$ cat src/rtl/delivery_lane_engine.sv
// Delivery-game core: scrolling multi-lane map with LFSR spawning, lane control,
// collision/pickup detection, lives, score and the win/lose state machine.
module delivery_lane_engine #(
  parameter int          LANES        = 16,
  parameter int          LENGTH       = 32,
  parameter int          BASE_PERIOD  = 64,
  parameter int          OBST_DENSITY = 4,
  parameter int          OBJ_DENSITY  = 3,
  parameter int          LIVES        = 3,
  parameter int          SCORE_W      = 3,
  parameter int          WIN_SCORE    = 7,
  parameter logic [15:0] SEED         = 16'hACE1
) (
  input  logic                       clock,
  input  logic                       reset,
  input  logic                       jogar,
  input  logic                       pausar,
  input  logic                       move_left,
  input  logic                       move_right,
  input  logic [1:0]                 velocidade,
  output logic [3:0]                 estado,
  output logic [SCORE_W-1:0]         pontuacao,
  output logic [1:0]                 vidas,
  output logic                       pronto,
  output logic                       game_over,
  output logic                       venceu,
  output logic                       db_step,
  output logic [$clog2(LANES)-1:0]   db_player_position,
  output logic [LANES*LENGTH-1:0]    db_map_obstacle,
  output logic [LANES*LENGTH-1:0]    db_map_objective
);

  localparam int LW = $clog2(LANES);
  localparam int CW = $clog2(BASE_PERIOD + 1);
  localparam int MW = LANES * LENGTH;

  typedef enum logic [3:0] {
    S_IDLE      = 4'd0,
    S_INIT      = 4'd1,
    S_PLAYING   = 4'd2,
    S_PAUSED    = 4'd3,
    S_GAME_OVER = 4'd4,
    S_WON       = 4'd5
  } state_e;

  state_e             state_q, state_d;
  logic [15:0]        lfsr_q, lfsr_d;
  logic [CW-1:0]      cnt_q, cnt_d;
  logic [CW-1:0]      period_q, period_d;
  logic [LW-1:0]      pos_q, pos_d;
  logic [1:0]         lives_q, lives_d;
  logic [SCORE_W-1:0] score_q, score_d;
  logic [MW-1:0]      obs_q, obs_d;
  logic [MW-1:0]      obj_q, obj_d;

  logic               step;
  logic               start;
  logic               hit_obs, hit_obj;
  logic [LANES-1:0]   col0_obs, col0_obj;
  logic [SCORE_W-1:0] score_inc;
  logic [CW-1:0]      next_period;
  logic [LW-1:0]      obs_lane, obj_lane;
  logic               spawn_obs, spawn_obj;

  // NOTE: every variable gets its default at the top so no path leaves one unassigned (no latches).
  always_comb begin
    state_d  = state_q;
    lfsr_d   = {lfsr_q[14:0], lfsr_q[15] ^ lfsr_q[13] ^ lfsr_q[12] ^ lfsr_q[10]};
    cnt_d    = cnt_q;
    period_d = period_q;
    pos_d    = pos_q;
    lives_d  = lives_q;
    score_d  = score_q;
    obs_d    = obs_q;
    obj_d    = obj_q;
    start    = 1'b0;

    for (int l = 0; l < LANES; l++) begin
      col0_obs[l] = obs_q[l*LENGTH];
      col0_obj[l] = obj_q[l*LENGTH];
    end
    hit_obs     = col0_obs[pos_q];
    hit_obj     = col0_obj[pos_q];
    score_inc   = score_q + SCORE_W'(1);
    next_period = CW'(BASE_PERIOD) >> velocidade;
    step        = (state_q == S_PLAYING) && (cnt_q == period_q - CW'(1));

    obs_lane  = lfsr_q[8 +: LW];
    obj_lane  = lfsr_q[12 +: LW];
    spawn_obs = {1'b0, lfsr_q[3:0]} < 5'(OBST_DENSITY);
    spawn_obj = {1'b0, lfsr_q[7:4]} < 5'(OBJ_DENSITY);

    case (state_q)
      S_IDLE, S_GAME_OVER, S_WON: start = jogar;
      S_INIT:   state_d = S_PLAYING;
      S_PAUSED: if (pausar) state_d = S_PLAYING;
      S_PLAYING: begin
        if (pausar) state_d = S_PAUSED;

        if (move_left && !move_right && pos_q != '0)
          pos_d = pos_q - LW'(1);
        else if (move_right && !move_left && pos_q != LW'(LANES-1))
          pos_d = pos_q + LW'(1);

        if (hit_obj) begin
          score_d = score_inc;
          if (score_inc == SCORE_W'(WIN_SCORE)) state_d = S_WON;
        end
        // Losing the last life overrides a simultaneous win.
        if (hit_obs) begin
          if (lives_q <= 2'd1) begin
            lives_d = 2'd0;
            state_d = S_GAME_OVER;
          end else begin
            lives_d = lives_q - 2'd1;
          end
        end

        if (step) begin
          cnt_d    = '0;
          period_d = next_period;
          for (int l = 0; l < LANES; l++) begin
            for (int c = 0; c < LENGTH-1; c++) begin
              obs_d[l*LENGTH+c] = obs_q[l*LENGTH+c+1];
              obj_d[l*LENGTH+c] = obj_q[l*LENGTH+c+1];
            end
            obs_d[l*LENGTH+LENGTH-1] = spawn_obs && (obs_lane == LW'(l));
            obj_d[l*LENGTH+LENGTH-1] = spawn_obj && (obj_lane == LW'(l)) &&
                                       !(spawn_obs && obs_lane == obj_lane);
          end
        end else begin
          // The pausing cycle already freezes the counter so resume picks up where it left off.
          if (!pausar) cnt_d = cnt_q + CW'(1);
          for (int l = 0; l < LANES; l++) begin
            if (pos_q == LW'(l)) begin
              obs_d[l*LENGTH] = 1'b0;
              obj_d[l*LENGTH] = 1'b0;
            end
          end
        end

        if (state_d != S_PLAYING && state_d != S_PAUSED) cnt_d = '0;
      end
      default: state_d = S_IDLE;
    endcase

    if (start) begin
      state_d  = S_INIT;
      obs_d    = '0;
      obj_d    = '0;
      score_d  = '0;
      lives_d  = 2'(LIVES);
      pos_d    = LW'(LANES/2);
      cnt_d    = '0;
      period_d = next_period;
    end
  end

  // NOTE: state registers use non-blocking assignments so all flops update from the same pre-edge values.
  always_ff @(posedge clock) begin
    if (reset) begin
      state_q  <= S_IDLE;
      lfsr_q   <= SEED;
      cnt_q    <= '0;
      period_q <= CW'(BASE_PERIOD);
      pos_q    <= '0;
      lives_q  <= 2'd0;
      score_q  <= '0;
      obs_q    <= '0;
      obj_q    <= '0;
    end else begin
      state_q  <= state_d;
      lfsr_q   <= lfsr_d;
      cnt_q    <= cnt_d;
      period_q <= period_d;
      pos_q    <= pos_d;
      lives_q  <= lives_d;
      score_q  <= score_d;
      obs_q    <= obs_d;
      obj_q    <= obj_d;
    end
  end

  assign estado             = state_q;
  assign pontuacao          = score_q;
  assign vidas              = lives_q;
  assign game_over          = (state_q == S_GAME_OVER);
  assign venceu             = (state_q == S_WON);
  assign pronto             = game_over || venceu;
  assign db_step            = step;
  assign db_player_position = pos_q;
  assign db_map_obstacle    = obs_q;
  assign db_map_objective   = obj_q;

endmodule

$ cat config.mk
export PLATFORM = sky130hd
export DESIGN_NAME = delivery_lane_engine
export DESIGN_NICKNAME = d
export VERILOG_FILES = /design/src/rtl/delivery_lane_engine.sv
export SDC_FILE = /design/constraint.sdc
export NUM_CORES = 2
export LEC_CHECK = 0
export CAP_MARGIN = 10
export CORE_AREA = 3 3 403 405
export CTS_CLUSTER_DIAMETER = 40
export DETAILED_ROUTE_END_ITERATION = 10
export DIE_AREA = 0 0 406 408
export PLACE_DENSITY_LB_ADDON = 0.08
export SETUP_SLACK_MARGIN = 0.02
export SYNTH_ARGS = -nofsm -noshare
export SYNTH_HDL_FRONTEND = slang
export SYNTH_SLANG_ARGS = --single-unit
export TNS_END_PERCENT = 50
$ cat constraint.sdc
create_clock -name clock -period 4.1 [get_ports clock]
set_input_delay 1.025 -clock clock [delete_from_list [all_inputs] [get_ports clock]]
set_output_delay 1.025 -clock clock [all_outputs]
set_load 0.005 [all_outputs]
# Yosys cells after proc, flatten, opt, wreduce, memory -nomap -nowiden
# Cells that the tools add are included.
dict set report totals {
  memories 0
  reg_bits 1067
  romBits 0
  latchBits 0
  in_bits 8
  ramBits 0
  wordCells 306
}
dict set report op_classes {
  n_div 0
  n_eq_ne 60
  shift 1
  n_mul 0
  n_bitwise 4
  order_cmp 4
  n_mux 76
  addsub 6
  n_reduce_logical 112
}
# operator count
set op_table {}
lappend op_table {{$eq 4x4->1 const B} 24}
lappend op_table {{$eq 4x3->1 const B} 14}
lappend op_table {{$logic_and 1x1->1} 55}
lappend op_table {{$mux 1} 52}
lappend op_table {{$reduce_and 2->1} 25}
lappend op_table {{$mux 4} 11}
lappend op_table {{$mux 7} 6}
lappend op_table {{$reduce_bool 2->1} 20}
lappend op_table {{$eq 4x2->1 const B} 8}
lappend op_table {{$eq 4x1->1 const B} 4}
lappend op_table {{$logic_not 4->1} 4}
lappend op_table {{$pmux 4 s4} 1}
lappend op_table {{$bmux 1 s4} 2}
lappend op_table {{$mux 2} 4}
lappend op_table {{$ne 4x2->1 const B} 2}
lappend op_table {{$add 7x1->7 const B} 1}
lappend op_table {{$eq 7x7->1} 1}
lappend op_table {{$shr 7x2->7 const A} 1}
lappend op_table {{$sub 7x1->7 const B} 1}
lappend op_table {{$lt 4x5->1 const B} 1}
lappend op_table {{$add 4x1->4 const B} 1}
lappend op_table {{$eq 4x4->1} 1}
lappend op_table {{$lt 4x2->1 const B} 1}
lappend op_table {{$lt 4x3->1 const B} 1}
lappend op_table {{17 further kinds} 22}

# Logic depth before layout (Yosys ltp)
dict set report depth {
  depth_word 11
  mapped_depth 12
  mapped_depth_nobuf 9
}

# Worst setup path before layout
# Ideal clock, no wire load.
dict set report synth_path {
  kind {register to output}
  startpoint {register state_q[0], in the netlist estado[0]}
  endpoint {output db_step}
  t_arrival_ps 2357
  slack_ps 718
  n_path_buf 5
  stages_incl_launch_ff 10
  required_time_ps 3075
  path_cell_list {dfxtp_1 -> buf_6 -> or4b_1 -> buf_2 -> or4_1 -> a211o_1 -> buf_2 -> inv_2 -> buf_6 -> buf_2}
}
dict set report synth_via {
  elab_chain_cells 2
}
# item line
set synth_lines {}
lappend synth_lines {{start: declaration} 46} ;# state_e state_q, state_d;
lappend synth_lines {{start signal: assignment} 172} ;# state_q <= state_d;
lappend synth_lines {{$eq 4x2->1} 86} ;# step = (state_q == S_PLAYING) && (cnt_q == period_q - CW'(1));
lappend synth_lines {{$logic_and 1x1->1} 86}
lappend synth_lines {{end: declaration} 27} ;# output logic db_step,
# Every way passes these cells.

# Final worst setup path
# Ends and elaborated chain as after synthesis.

==> results.cfg <==
[grt]
grt_pass1_vias = 33200
grtUsageTotal_pct = 19.0
antenna_found_initial = 5
grt_max_degree = 208
grt_pass1_wl_um = 237000
grt.overflow.total = 0

[detailed_routing]
wl_per_cell_um = 20.9
vias = 35200
drt_iter0_drc = 2600
route.detailed.drc = 0
drt.antenna.violating_nets = 0
finalWirelength_um = 165000
firstDrtPassIters = 7
drt-vias-per-instance = 4.44

[critical_path]
crit_arrival_ns = 2.86
crit_required_ns = 3.07
worst_setup_path_end_kind = primary output
critPathMaxFanout = 2
critPathLaunchType = flop
crit_type = reg -> out

[finish]
multi_input_area_um2 = 14400
antenna_cells = 0
drive_above_1_share_pct = 7.66
final_cell_count_no_fill = 7921
nets = 5688
area_delta_synth_final_pct = 52.3
fillCellCount = 16500
regArea_um2 = 21300

[synth]
syn-num-nets = 4729
seq_area_frac_synth_pct = 56.7
synth_area_per_cell_um2 = 7.97
synth_top_area_cell = dfxtp_1
synth_edf_count = 0
ys_ff_latch = 1064
ys_async_sr_fraction_pct = 0
synth-main-ff-cell = dfxtp_1
synthDistinctLibCells = 49
synthCells = 4713
synth_area_leaders = dfxtp_1 57%, nand2_1 20%, a21oi_1 14%, buf_2 1.8%, clkbuf_1 1.6%
synth_top_area_share_pct = 56.7
yosys_warnings = 0
syn-cell-area_um2 = 37600

[floorplan]
dieWidth_um = 406
core.rowCount = 146
ios = 1049
initial_core_util_pct = 23.7
dieArea_um2 = 166000
die_h_um = 408
coreArea_um2 = 159000

[outcome]
status = finished, final reports clean

[placement]
dp_hpwl_um = 117000
gp_congestion = 0.802
numPortBuffers = 1048
place_inst = 7532
pre_cts_slack_ns = 0.596

[power]
power.total_uw = 29100
switching_power_uw = 6430
intPower_uw = 22700
combPwrFrac_pct = 1.4
switching_share_pct = 22.1
p_seq_share_pct = 35.7
vdd_drop_max_mv = 0.396
p_clk_share_pct = 62.9
leakage_uw = 0.0183
power_density_nw_per_um2 = 509

[clocking]
worstSkewPairLatency_ns = 0.79
cts_buffer_depth = 3
clockRootBuffer = clkbuf_16
cts_buffers = 209
cts_max_level = 4
clk_pin_slew_worst_paths_ns = 0.05
clock_sinks = 1064
cts_tree = built

[timing]
rsz0062_at_grt = false
fin_setup_tns_ns = 0
max_freq_mhz = 258
finalHoldViolCount = 0
fin_skew_ns = 0.0557
fin_crit_sh_pct = 94.7
worst_pin_slew_ns = 1.24
setup_slack_ns = 0.218
setup_viol = 0
maxSlewHeadroom_pct = 17.3
slew_violations = 0
min_period_ns = 3.88

[hold_path]
min_path_type = reg -> reg

[flow_run]
maxCapViolCount = 0
## synthesized netlist by cell type, drive strengths merged, types with 2 or more instances
master   number
nand2      1990
dfxtp      1064
a21oi      1033
buf         200
clkbuf      157
nand3        48
nor2         43
nor3         24
inv          16
o21ai        12
nor2b        11
xnor2        11
a22oi        10
nor4          9
ha            8
mux4          8
and2          7
or2           7
nand2b        6
nand3b        5
a211oi        4
o2111ai       4
or4           4
xor2          4
a211o         3
a31oi         3
a22o          2
and3          2
mux2i         2
nand4         2
nor3b         2
o21ba         2
## path summary, 6_finish.rpt
kind	startpoint	endpoint	slack [ns]	cells past startpoint
min reg2reg	db_map_obstacle[8]$_SDFFE_PP0P_	db_map_obstacle[7]$_SDFFE_PP0P_	0.42	2
max reg2reg	estado[0]$_SDFFE_PP0P_	db_map_objective[287]$_SDFFE_PP0P_	0.43	9
min	db_map_obstacle[8]$_SDFFE_PP0P_	db_map_obstacle[7]$_SDFFE_PP0P_	0.42	2
max	estado[0]$_SDFFE_PP0P_	db_step	0.22	5
## per-layer routing
metal	part of all wire (%)	track usage, %	up-vias
met1	41	22.3	16600
met5	0.016	0	-
met2	48	31.8	990
met4	2.6	5.51	4
met3	8.6	7.46	238
li1	-	-	17300
## flip-flops by register name (all words and copies together) (netlist names)
signal and cells:
vidas 2, estado 4, db_map_obstacle 512, db_player_position 4, lfsr_q 16, cnt_q 7
pontuacao 3, period_q 4, db_map_objective 512
## per-stage QoR
stage | util [%] | area [µm²] | hold WS, ns
3_5_place_dp | 31.2 | 49600 | 0.429
5_1_grt | 36.0 | 57200 | 0.456
2_1_floorplan | - | 37600 | 0.414
3_3_place_gp | 31.2 | 49600 | 0.418
4_1_cts | 36.0 | 57200 | 0.425
6_report | 36.0 | 57200 | 0.424
## power by group through the flow
stage	registers, µW	logic, µW	clock network, µW
2_1_floorplan	10600	244	0
3_3_place_gp	10600	424	0
3_5_place_dp	10600	422	0
4_1_cts	10400	423	18800
5_1_grt	10400	449	19300
6_report	10400	413	18300
## critical path, cell delays in order (launching register included)
cell and delay, ns:
dfxtp_1 0.30, or4b_4 0.55, or4_4 0.55, a211o_4 0.37
inv_12 0.07, dlygate4sd2_1 0.24
## kinds of logic after synthesis
kind of cell               after synthesis  share of synthesized area (%)
AOI/OAI and AO/OA                     1078                           14.6
xor gates and xnor gates                15                          0.350
adders and majority gates                8                          0.266
buffers and inverters                  373                           5.17
DFF                                   1064                           56.7
muxes                                   10                          0.533
other                                    1                        0.00998
and+or+nand+nor                       2164                           22.3
## final cells by class
cell class / count / area share, %
clock buffers: 265 / 10.1
clock inverters: 123 / 3.25
inverters: 16 / 0.127
multi-input cells: 3276 / 25.1
flip-flops and latches: 1064 / 37.2
well taps: 2072 / 4.53
repair buffers: 1105 / 19.7
## cell usage in the layout, fill, tap and decap left out, types with 20 or more instances in the layout
cell type        synthesis  routed
clkinv_2                 0      31
buf_4                   33      30
bufinv_16                0      35
clkdlybuf4s50_1          0    1047
clkbuf_8                 0      32
nor3_1                  24      24
clkbuf_1               157      23
a21oi_1               1033    1033
nand2_1               1990    1990
dfxtp_1               1064    1063
clkinvlp_4               0      20
nor2_1                  43      43
buf_12                   0      27
nand3_1                 48      48
clkbuf_16                0     210
## repair_timing
action / 4_1_cts / 5_1_grt
endpoints found under the setup margin: 1 / 0
buffers inserted: 1 / 0
gates resized for setup: 5 / 0
hold buffers: 0 / 0
(Power assumes the default switching activity.)
